<file path="config.mk">
export PLATFORM = sky130hd
export DESIGN_NAME = multicycle_ctrl
export DESIGN_NICKNAME = d
export VERILOG_FILES = /design/src/rtl/ctrl_pkg.sv /design/src/rtl/alu_ctrl_dec.sv /design/src/rtl/multicycle_ctrl.sv
export SDC_FILE = /design/constraint.sdc
export NUM_CORES = 1
export LEC_CHECK = 0
export ABC_AREA = 0
export BUFFER_PORTS_ARGS = -buffer_cell sky130_fd_sc_hd__buf_2
export CAP_MARGIN = 20
export CORE_MARGIN = 4
export CORE_UTILIZATION = 52
export DETAILED_ROUTE_END_ITERATION = 10
export MAX_ROUTING_LAYER = met4
export PLACE_DENSITY = 0.87
export SYNTH_ARGS = -nofsm -noshare
export SYNTH_HDL_FRONTEND = slang
export SYNTH_SLANG_ARGS = --single-unit
</file>
<file path="constraint.sdc">
create_clock -name clk -period 4.75 [get_ports clk]
set_clock_uncertainty 0.15 [all_clocks]
set_input_delay 0.7125 -clock clk [delete_from_list [all_inputs] [get_ports clk]]
set_output_delay 0.7125 -clock clk [all_outputs]
set_load 0.02 [all_outputs]
</file>
<file path="src/rtl/ctrl_pkg.sv">
// ctrl_pkg: shared definitions for the multicycle RV64 subset controller.
//   - controller state enum
//   - supported opcode values
//   - ALUControl codes (also consumed by ALU_TOP)
//   - mux select encodings for result, src_a and src_b
//   - opcode classification used by the ALU control decoder
package ctrl_pkg;

    // Datapath width; informational only, no controller port depends on it.
    localparam int unsigned XLEN = 64;

    typedef enum logic [3:0] {
        StFetch,
        StDecode,
        StMemAdr,
        StMemRead,
        StMemWb,
        StMemWrite,
        StExecR,
        StExecI,
        StAluWb,
        StBranch,
        StJal,
        StError
    } state_e;

    // Supported opcodes (IR[6:0])
    localparam logic [6:0] OP_LD     = 7'b0000011;
    localparam logic [6:0] OP_SD     = 7'b0100011;
    localparam logic [6:0] OP_RTYPE  = 7'b0110011;
    localparam logic [6:0] OP_IALU   = 7'b0010011;
    localparam logic [6:0] OP_BRANCH = 7'b1100011;
    localparam logic [6:0] OP_JAL    = 7'b1101111;

    // ALUControl codes
    localparam logic [2:0] ALU_IDLE = 3'b000;
    localparam logic [2:0] ALU_ADD  = 3'b001;
    localparam logic [2:0] ALU_SUB  = 3'b010;
    localparam logic [2:0] ALU_OR   = 3'b011;
    localparam logic [2:0] ALU_AND  = 3'b100;
    localparam logic [2:0] ALU_EQ   = 3'b101;
    localparam logic [2:0] ALU_NE   = 3'b110;

    // result_src encodings
    localparam logic [1:0] RES_ALUOUT    = 2'b00;
    localparam logic [1:0] RES_DATA      = 2'b01;
    localparam logic [1:0] RES_ALURESULT = 2'b10;

    // src_a_sel encodings
    localparam logic [1:0] SRCA_PC    = 2'b00;
    localparam logic [1:0] SRCA_OLDPC = 2'b01;
    localparam logic [1:0] SRCA_REGA  = 2'b10;

    // src_b_sel encodings
    localparam logic [1:0] SRCB_REGB  = 2'b00;
    localparam logic [1:0] SRCB_IMM   = 2'b01;
    localparam logic [1:0] SRCB_EIGHT = 2'b10;

    // Instruction class as seen by the ALU control decoder
    typedef enum logic [1:0] {
        ClsNone,
        ClsR,
        ClsI,
        ClsBr
    } alu_cls_e;

    function automatic alu_cls_e opcode_class(input logic [6:0] op);
        case (op)
            OP_RTYPE:  return ClsR;
            OP_IALU:   return ClsI;
            OP_BRANCH: return ClsBr;
            default:   return ClsNone;
        endcase
    endfunction

endpackage

</file>
<file path="src/rtl/alu_ctrl_dec.sv">
// alu_ctrl_dec: combinational ALU operation decoder.
// Ports:
//   cls         in  instruction class derived from opcode
//   funct3      in  IR[14:12]
//   funct7b5    in  IR[30], selects sub for R-type funct3 000
//   alu_control out ALUControl code for the execute/compare state
//   legal       out 0 when funct3 is not supported for this class
module alu_ctrl_dec
    import ctrl_pkg::*;
(
    input  alu_cls_e   cls,
    input  logic [2:0] funct3,
    input  logic       funct7b5,
    output logic [2:0] alu_control,
    output logic       legal
);

    always_comb begin
        alu_control = ALU_ADD;
        legal       = 1'b1;
        case (cls)
            ClsR: begin
                case (funct3)
                    3'b000:  alu_control = funct7b5 ? ALU_SUB : ALU_ADD;
                    3'b110:  alu_control = ALU_OR;
                    3'b111:  alu_control = ALU_AND;
                    default: begin
                        alu_control = ALU_IDLE;
                        legal       = 1'b0;
                    end
                endcase
            end
            ClsI: begin
                case (funct3)
                    3'b000:  alu_control = ALU_ADD;
                    3'b110:  alu_control = ALU_OR;
                    3'b111:  alu_control = ALU_AND;
                    default: begin
                        alu_control = ALU_IDLE;
                        legal       = 1'b0;
                    end
                endcase
            end
            ClsBr: begin
                case (funct3)
                    3'b000:  alu_control = ALU_EQ;
                    3'b001:  alu_control = ALU_NE;
                    default: begin
                        alu_control = ALU_IDLE;
                        legal       = 1'b0;
                    end
                endcase
            end
            default: begin
                // ld/sd/jal/unknown: address arithmetic only, funct3 not checked here
                alu_control = ALU_ADD;
                legal       = 1'b1;
            end
        endcase
    end

endmodule

</file>
<file path="src/rtl/multicycle_ctrl.sv">
// multicycle_ctrl: Moore-style controller for the multicycle RV64 subset core.
// Sequences the shared ALU, register file, IR and unified memory.
// Ports:
//   clk, reset               rising-edge clock, async active-high reset
//   opcode/funct3/funct7b5   registered IR fields, valid from DECODE onward
//   cmp_true                 ALUResult[0] during BRANCH
//   mem_ready                memory access completes this cycle
//   pc_write, adr_src, mem_write, mem_req, ir_write   datapath strobes/selects
//   result_src, src_a_sel, src_b_sel                  datapath mux selects
//   reg_write, ALUControl                             regfile write, ALU op
//   instr_done               one-cycle pulse on the last state of an instruction
//   illegal_instr            sticky, set on entry to ERROR, cleared by reset
module multicycle_ctrl
    import ctrl_pkg::*;
(
    input  logic       clk,
    input  logic       reset,
    input  logic [6:0] opcode,
    input  logic [2:0] funct3,
    input  logic       funct7b5,
    input  logic       cmp_true,
    input  logic       mem_ready,
    output logic       pc_write,
    output logic       adr_src,
    output logic       mem_write,
    output logic       mem_req,
    output logic       ir_write,
    output logic [1:0] result_src,
    output logic [1:0] src_a_sel,
    output logic [1:0] src_b_sel,
    output logic       reg_write,
    output logic [2:0] ALUControl,
    output logic       instr_done,
    output logic       illegal_instr
);

    state_e     state_q, state_d;
    logic       illegal_q;
    alu_cls_e   op_cls;
    logic [2:0] op_alu;
    logic       op_legal;

    assign op_cls = opcode_class(opcode);

    alu_ctrl_dec u_alu_ctrl_dec (
        .cls         (op_cls),
        .funct3      (funct3),
        .funct7b5    (funct7b5),
        .alu_control (op_alu),
        .legal       (op_legal)
    );

    // Next-state logic
    always_comb begin
        state_d = state_q;
        case (state_q)
            StFetch:    if (mem_ready) state_d = StDecode;
            StDecode: begin
                case (opcode)
                    OP_LD, OP_SD: state_d = StMemAdr;
                    OP_RTYPE:     state_d = op_legal ? StExecR  : StError;
                    OP_IALU:      state_d = op_legal ? StExecI  : StError;
                    OP_BRANCH:    state_d = op_legal ? StBranch : StError;
                    OP_JAL:       state_d = StJal;
                    default:      state_d = StError;
                endcase
            end
            StMemAdr:   state_d = (opcode == OP_LD) ? StMemRead : StMemWrite;
            StMemRead:  if (mem_ready) state_d = StMemWb;
            StMemWb:    state_d = StFetch;
            StMemWrite: if (mem_ready) state_d = StFetch;
            StExecR,
            StExecI:    state_d = StAluWb;
            StAluWb:    state_d = StFetch;
            StBranch:   state_d = StFetch;
            StJal:      state_d = StAluWb;
            StError:    state_d = StError;
            default:    state_d = StError;  // unused encodings park safely
        endcase
    end

    always_ff @(posedge clk or posedge reset) begin
        if (reset) begin
            state_q   <= StFetch;
            illegal_q <= 1'b0;
        end else begin
            state_q <= state_d;
            if (state_d == StError) begin
                illegal_q <= 1'b1;
            end
        end
    end

    // Output decode: purely from state and IR fields, except the mem_ready
    // and cmp_true terms noted below.
    always_comb begin
        pc_write   = 1'b0;
        adr_src    = 1'b0;
        mem_write  = 1'b0;
        mem_req    = 1'b0;
        ir_write   = 1'b0;
        result_src = RES_ALUOUT;
        src_a_sel  = SRCA_PC;
        src_b_sel  = SRCB_REGB;
        reg_write  = 1'b0;
        ALUControl = ALU_IDLE;
        instr_done = 1'b0;
        case (state_q)
            StFetch: begin
                mem_req    = 1'b1;
                src_a_sel  = SRCA_PC;
                src_b_sel  = SRCB_EIGHT;
                ALUControl = ALU_ADD;
                result_src = RES_ALURESULT;
                ir_write   = mem_ready;
                pc_write   = mem_ready;
            end
            StDecode: begin
                src_a_sel  = SRCA_OLDPC;
                src_b_sel  = SRCB_IMM;
                ALUControl = ALU_ADD;
            end
            StMemAdr: begin
                src_a_sel  = SRCA_REGA;
                src_b_sel  = SRCB_IMM;
                ALUControl = ALU_ADD;
            end
            StMemRead: begin
                mem_req = 1'b1;
                adr_src = 1'b1;
            end
            StMemWb: begin
                result_src = RES_DATA;
                reg_write  = 1'b1;
                instr_done = 1'b1;
            end
            StMemWrite: begin
                mem_req    = 1'b1;
                adr_src    = 1'b1;
                mem_write  = 1'b1;
                // Only the completing cycle is the last cycle of the store
                instr_done = mem_ready;
            end
            StExecR: begin
                src_a_sel  = SRCA_REGA;
                src_b_sel  = SRCB_REGB;
                ALUControl = op_alu;
            end
            StExecI: begin
                src_a_sel  = SRCA_REGA;
                src_b_sel  = SRCB_IMM;
                ALUControl = op_alu;
            end
            StAluWb: begin
                result_src = RES_ALUOUT;
                reg_write  = 1'b1;
                instr_done = 1'b1;
            end
            StBranch: begin
                src_a_sel  = SRCA_REGA;
                src_b_sel  = SRCB_REGB;
                ALUControl = op_alu;
                result_src = RES_ALUOUT;
                pc_write   = cmp_true;
                instr_done = 1'b1;
            end
            StJal: begin
                src_a_sel  = SRCA_OLDPC;
                src_b_sel  = SRCB_EIGHT;
                ALUControl = ALU_ADD;
                result_src = RES_ALUOUT;
                pc_write   = 1'b1;
            end
            default: ;  // ERROR: everything stays 0
        endcase
    end

    assign illegal_instr = illegal_q;

endmodule
</file>
==> results.sh, run 1 <==
export IMPL_grt_max_degree=21
export IMPL_worst_slew_pin_slew_ns=0.574
export IMPL_synth_compound_area_share_pct=30.6
export IMPL_synthesis_area_sq_um=826
export IMPL_count_of_buffers_inserted_at_the_top_level_ports=31
export IMPL_synth_top_flop_cell="sky130_fd_sc_hd__dfrtp_1"
export IMPL_synth_xor_area_share_pct=2.12
export IMPL_critPathMaxFanout=7
export IMPL_drt_iter0_markers=22
export IMPL_worst_ep_arrival_time_ns=2.61
export IMPL_timing_hold_worst_class="primary input to asynchronous set/reset pin"
export IMPL_cts_sinks=5
export IMPL_dr_total_vias=986
export IMPL_leading_cell_type_in_the_layout_fill_and_taps_excluded="sky130_fd_sc_hd__buf_2"
export IMPL_detailed_router_iteration_count_before_antenna_repair=4
export IMPL_preCtsSetupSlack_ns=1.30
export IMPL_die_w_microns=47.9
export IMPL_placer_congestion=0.820
export IMPL_layout_nets=171
export IMPL_initial_core_util_pct=54.8
export IMPL_post_route_period_util_pct=73.0
export IMPL_h_tree_depth=1
export IMPL_grt_first_pass_wirelength_microns=3270
export IMPL_worstSetupPathType="primary input to output port"
export IMPL_fp_dieH_microns=47.9
export IMPL_layout_common_cells="31 x sky130_fd_sc_hd__buf_2, 17 x sky130_fd_sc_hd__nor2_1, 16 x sky130_fd_sc_hd__nand2_1"
export IMPL_gr_total_overflow=0
export IMPL_rsz0062_at_grt="false"
export IMPL_dieArea_sq_um=2290
export IMPL_routed_via_density=5.90
export IMPL_max_slew_margin_pct=61.7
export IMPL_setup_violations_final=0
export IMPL_numPlacedInstances=163
export IMPL_fin_tns_setup_ns=0
export IMPL_num_rows=14
export IMPL_worst_hold_slack_ns=0.209
export IMPL_postLayoutSetupSlackWorst_ns=1.28
export IMPL_share_of_flip_flops_with_an_asynchronous_set_or_reset_pct=100
export IMPL_finalCriticalPeriod_ns=3.47
export IMPL_yosys_warnings=0
export IMPL_area_growth_pct=21.2
export IMPL_drc_violation_count_after_routing=0
export IMPL_synth_enable_flop_cells=0
export IMPL_wl_microns=2110
export IMPL_cts_root_cell="sky130_fd_sc_hd__clkbuf_4"
export IMPL_cpPeakStageDelay_ns=0.24
export IMPL_postSynthAreaPerCell_sq_um=6.77
export IMPL_cts_resized=0
export IMPL_fillCellCount=121
export IMPL_clk_latency_ns=0.24
export IMPL_crit_path_top_delay_cell="sky130_fd_sc_hd__o21ai_1"
export IMPL_outcome="finished, final reports clean"
export IMPL_setup_worst_path_start_class="primary input"
export IMPL_fraction_of_final_layout_cells_sized_beyond_drive_strength_1_pct=26.5
export IMPL_fin_cells=167
export IMPL_routed_wire_length_per_instance_microns=12.6
export IMPL_io_pins=32
export IMPL_synthesis_instances=122
export IMPL_cp_required_ns=3.89
export IMPL_crit_path_cell_trace="buf_2, and3b_1, o21ai_1, inv_1, ha_1, nor3_1, nor2_1, o221ai_1, a22oi_1, a211o_1, buf_2"
export IMPL_final_antenna_net_count=0
export IMPL_groute_usage_overall_pct=20.2
export IMPL_cts_setup_buffers=0
export IMPL_synth_seq_cells=5
export IMPL_drv_max_cap_violation_count=0
export IMPL_antenna_found_initial=0
export IMPL_detailroute_wirelength_met3_microns=102
export IMPL_dr_max_layer_used="met4"
export IMPL_wl_met1_microns=902
export IMPL_yosys_area_share_adder_pct=6.06
export IMPL_cts_hold_buffers=0
export IMPL_crit_path_capture_type="output port"
export IMPL_synth_area_mux_share_pct=1.21
export IMPL_power_ir_vdd_worst_uv=444
export IMPL_numCtsBuffers=3
export IMPL_maxClockFrequency_mhz=288
export IMPL_timing_final_max_slew_violations=0
export IMPL_routed_wl_met2_microns=1090
export IMPL_hpwl_microns=1730
export IMPL_first_global_vias=834
export IMPL_synthesis_nets=141
export IMPL_power_density_cell_area_nw_per_um2=604
export IMPL_tritoncts="yes"
export IMPL_yosysSeqAreaShare_pct=15.2
export IMPL_synth_simple_gate_area_share_pct=38.0
export IMPL_path_common_cell="sky130_fd_sc_hd__buf_2"
export IMPL_num_antenna_cells=0
export IMPL_cellLeakagePower_nw=0.482
export IMPL_clkTransAtPathRegs_ns=0.04
export IMPL_synth_cell_type_count=47
export IMPL_max_clock_path_buffers=2
export IMPL_report_final_hold_viol_count=0
export IMPL_core_sq_um=1510
export IMPL_synth_top_family_by_area="simple AND/OR/NAND/NOR gates"
synth_stat cells, types with 2 or more instances:
| library cell | number | share of area, % |
|---|---|---|
| sky130_fd_sc_hd__a211oi_1 | 3 | 2.7 |
| sky130_fd_sc_hd__a21oi_1 | 4 | 2.4 |
| sky130_fd_sc_hd__a31oi_1 | 2 | 1.5 |
| sky130_fd_sc_hd__and2_1 | 3 | 2.3 |
| sky130_fd_sc_hd__buf_1 | 2 | 0.91 |
| sky130_fd_sc_hd__buf_2 | 3 | 1.8 |
| sky130_fd_sc_hd__dfrtp_1 | 5 | 15 |
| sky130_fd_sc_hd__ha_1 | 4 | 6.1 |
| sky130_fd_sc_hd__inv_1 | 7 | 3.2 |
| sky130_fd_sc_hd__nand2_1 | 16 | 7.3 |
| sky130_fd_sc_hd__nand2b_1 | 2 | 1.5 |
| sky130_fd_sc_hd__nand3_1 | 6 | 3.6 |
| sky130_fd_sc_hd__nor2_1 | 17 | 7.7 |
| sky130_fd_sc_hd__nor2b_1 | 2 | 1.5 |
| sky130_fd_sc_hd__nor3_1 | 5 | 3.0 |
| sky130_fd_sc_hd__o21a_1 | 3 | 2.7 |
| sky130_fd_sc_hd__o21ai_0 | 2 | 1.2 |
| sky130_fd_sc_hd__o21ai_1 | 4 | 2.4 |
| sky130_fd_sc_hd__o221ai_1 | 3 | 3.2 |
| sky130_fd_sc_hd__or2_1 | 2 | 1.5 |
area by class of cell:
type,instances,area (sq um),area share (%)
clock buffer,4,26.3,2.63
tap,16,20.0,2.00
inverter,8,30.0,3.00
multi-input combinational,103,644,64.4
sequential,5,125,12.5
timing repair buffer,31,155,15.5
sequential cells by signal (all words and copies together) (netlist names):
name / cells
illegal_instr: 1
state_q: 4
power breakdown:
group          total, mW  internal (mW)  switching [mW]
Sequential         0.128         0.0595          0.0682
Combinational      0.429          0.168           0.261
Clock             0.0475         0.0317          0.0159
Total              0.604          0.259           0.345
final timing paths:
check	start	end	slack (ns)	depth (start not counted)
max	opcode[4]	ALUControl[0]	1.28	11
min	reset	state_q[1]	0.21	2
max reg2reg	state_q[1]	illegal_instr	2.91	4
min reg2reg	illegal_instr	illegal_instr	0.32	1
max in group asynchronous	reset	illegal_instr	4.08	2
min in group clk	illegal_instr	illegal_instr	0.32	1
logic make-up (layout without fill, tap and decap cells):
logic type	after synthesis	after routing
AO/OA/AOI/OAI	34	34
flip-flops	5	5
adder cells (fa/ha/maj)	4	4
XOR/XNOR	2	2
multiplexers	1	1
buffers and inverters	14	43
AND/OR/NAND/NOR	62	62
per-stage QoR:
stage	utilization (%)	total power [mW]	cell area, sq um
3_3_place_gp	64.7	0.546	975
6_report	66.4	0.604	1000
5_1_grt	66.4	0.662	1000
2_1_floorplan	-	0.444	826
4_1_cts	66.4	0.608	1000
3_5_place_dp	64.7	0.557	975
per-layer routing:
metal / GRT usage (%) / up-vias
li1: - / 502
met1: 24.2 / 452
met2: 33.2 / 30
met3: 2.63 / 2
met4: 9.14 / 0
met5: - / -
critical path, delay by kind of cell:
kind | cells | cell delay [ns]
compound gates | 4 | 0.78
simple gates | 3 | 0.47
buf+inv | 3 | 0.42
fa+ha+maj | 1 | 0.23
Power figures use the tool's default switching activity.
==> inputs of run 2 (changes only) <==
--- a/config.mk
+++ b/config.mk
@@ -9,10 +9,10 @@
 export BUFFER_PORTS_ARGS = -buffer_cell sky130_fd_sc_hd__buf_2
 export CAP_MARGIN = 20
 export CORE_MARGIN = 4
-export CORE_UTILIZATION = 52
+export CORE_UTILIZATION = 48
 export DETAILED_ROUTE_END_ITERATION = 10
 export MAX_ROUTING_LAYER = met4
-export PLACE_DENSITY = 0.87
+export PLACE_DENSITY = 0.82
 export SYNTH_ARGS = -nofsm -noshare
 export SYNTH_HDL_FRONTEND = slang
 export SYNTH_SLANG_ARGS = --single-unit
==> constraint.sdc (replaced) <==
create_clock -name clk -period 3.27 [get_ports clk]
set_clock_uncertainty 0.15 [all_clocks]
set_input_delay 0.4905 -clock clk [delete_from_list [all_inputs] [get_ports clk]]
set_output_delay 0.4905 -clock clk [all_outputs]
set_load 0.02 [all_outputs]
==> results.sh, run 2 (synthesized netlist as in run 1, its figures left out) <==
export IMPL_layout_core_utilization_pct=64.9
export IMPL_power_density_cell_area_nw_per_um2=871
export IMPL_numPlacedInstances=163
export IMPL_finalCriticalPeriod_ns=2.96
export IMPL_maxClockFrequency_mhz=338
export IMPL_clkTransAtPathRegs_ns=0.05
export IMPL_max_clock_path_buffers=2
export IMPL_placer_congestion=0.762
export IMPL_groute_usage_overall_pct=20.3
export IMPL_fin_tns_setup_ns=0
export IMPL_outcome="finished, final reports clean"
export IMPL_io_pins=32
export IMPL_initial_core_util_pct=53.0
export IMPL_worst_slew_pin_slew_ns=0.575
export IMPL_timing_hold_worst_class="flip-flop to flip-flop"
export IMPL_routed_via_density=6.14
export IMPL_rsz0062_at_grt="false"
export IMPL_worst_hold_slack_ns=0.328
export IMPL_count_of_buffers_inserted_at_the_top_level_ports=31
export IMPL_core_sq_um=1560
export IMPL_fin_cells=168
export IMPL_cts_sinks=5
export IMPL_setup_worst_path_start_class="primary input"
export IMPL_grt_max_degree=21
export IMPL_numCtsBuffers=3
export IMPL_instance_area_at_placement_sq_um=975
export IMPL_dieArea_sq_um=2450
export IMPL_postLayoutSetupSlackWorst_ns=0.310
export IMPL_dr_max_layer_used="met4"
export IMPL_h_tree_depth=1
export IMPL_cts_hold_buffers=1
export IMPL_largest_register_ff_count=4
export IMPL_detailroute_wirelength_met3_microns=177
export IMPL_timing_final_max_slew_violations=0
export IMPL_wl_microns=2260
export IMPL_fraction_of_final_layout_cells_sized_beyond_drive_strength_1_pct=27.0
export IMPL_first_global_vias=880
export IMPL_setup_violations_final=0
export IMPL_num_rows=14
export IMPL_cts_resized=0
export IMPL_final_antenna_net_count=0
export IMPL_hpwl_microns=1700
export IMPL_cellLeakagePower_nw=0.489
export IMPL_leading_cell_type_in_the_layout_fill_and_taps_excluded="sky130_fd_sc_hd__buf_2"
export IMPL_layout_nets=172
export IMPL_report_final_hold_viol_count=0
export IMPL_drc_violation_count_after_routing=0
export IMPL_fp_dieH_microns=49.5
export IMPL_p_total_mw=0.882
export IMPL_preCtsSetupSlack_ns=0.314
export IMPL_drt_iter0_markers=44
export IMPL_worstSetupPathType="primary input to output port"
export IMPL_cts_root_cell="sky130_fd_sc_hd__clkbuf_4"
export IMPL_critPathMaxFanout=7
export IMPL_crit_path_capture_type="output port"
export IMPL_die_w_microns=49.5
export IMPL_cp_required_ns=2.63
export IMPL_area_growth_pct=22.6
export IMPL_power_ir_vdd_worst_uv=409
export IMPL_routed_wl_met2_microns=1100
export IMPL_antenna_found_initial=0
export IMPL_layout_cell_area_non_filler_sq_um=1010
export IMPL_dr_total_vias=1031
export IMPL_num_antenna_cells=0
export IMPL_max_slew_margin_pct=61.6
export IMPL_wl_met1_microns=924
export IMPL_drv_max_cap_violation_count=0
export IMPL_gr_total_overflow=0
export IMPL_max_flop_register="state_q"
export IMPL_routed_wire_length_per_instance_microns=13.5
export IMPL_tritoncts="yes"
export IMPL_clk_latency_ns=0.24
export IMPL_post_route_period_util_pct=90.5
export IMPL_grt_first_pass_wirelength_microns=3820
export IMPL_detailed_router_iteration_count_before_antenna_repair=5
export IMPL_layout_common_cells="31 x sky130_fd_sc_hd__buf_2, 17 x sky130_fd_sc_hd__nor2_1, 16 x sky130_fd_sc_hd__nand2_1"
export IMPL_worst_ep_arrival_time_ns=2.32
export IMPL_cts_setup_buffers=0
## run 2: changes by cell type in the layout (fill, tap and decap cells not counted), sizes merged
cell         previous run  this run
dlygate4sd3             0         1
clkinv                  0         1
clkbuf                  4         3
## run 2: worst max-delay path: stages
cell	delay, ns
sky130_fd_sc_hd__buf_2	0.15
sky130_fd_sc_hd__and3b_1	0.20
sky130_fd_sc_hd__o21ai_1	0.22
sky130_fd_sc_hd__inv_1	0.09
sky130_fd_sc_hd__ha_1	0.22
sky130_fd_sc_hd__nor3_1	0.21
sky130_fd_sc_hd__nor2_1	0.06
sky130_fd_sc_hd__o221ai_1	0.18
sky130_fd_sc_hd__a22oi_1	0.11
sky130_fd_sc_hd__a211o_1	0.22
sky130_fd_sc_hd__buf_2	0.16
## run 2: final timing paths
path	slack, ns	depth (start not counted)	startpoint	endpoint
setup reg to reg	1.38	5	state_q[1]	illegal_instr
hold reg to reg	0.33	1	illegal_instr	illegal_instr
setup / recovery	0.31	11	opcode[4]	ALUControl[0]
hold / removal	0.33	1	illegal_instr	illegal_instr
min in group asynchronous	0.54	3	reset	illegal_instr
max in group asynchronous	2.25	3	reset	state_q[2]
## run 2: area by class of cell
type | count | area (sq um)
Fill cell | 146 | 547
Clock inverter | 1 | 5.00
Tap cell | 16 | 20.0
Timing Repair Buffer | 32 | 165
Multi-Input combinational cell | 103 | 644
Sequential cell | 5 | 125
Inverter | 8 | 30.0
Clock buffer | 3 | 22.5
## run 2: layer usage
layer,GRT usage [%],up-vias
li1,-,505
met1,22.9,467
met2,33.5,53
met3,4.52,6
met4,10.6,0
met5,-,-
## run 2: power breakdown
part | internal [mW] | switching, mW | leakage (nW)
logic | 0.245 | 0.382 | 0.412
clock network | 0.0443 | 0.0262 | 0.0177
registers | 0.0864 | 0.0980 | 0.0590
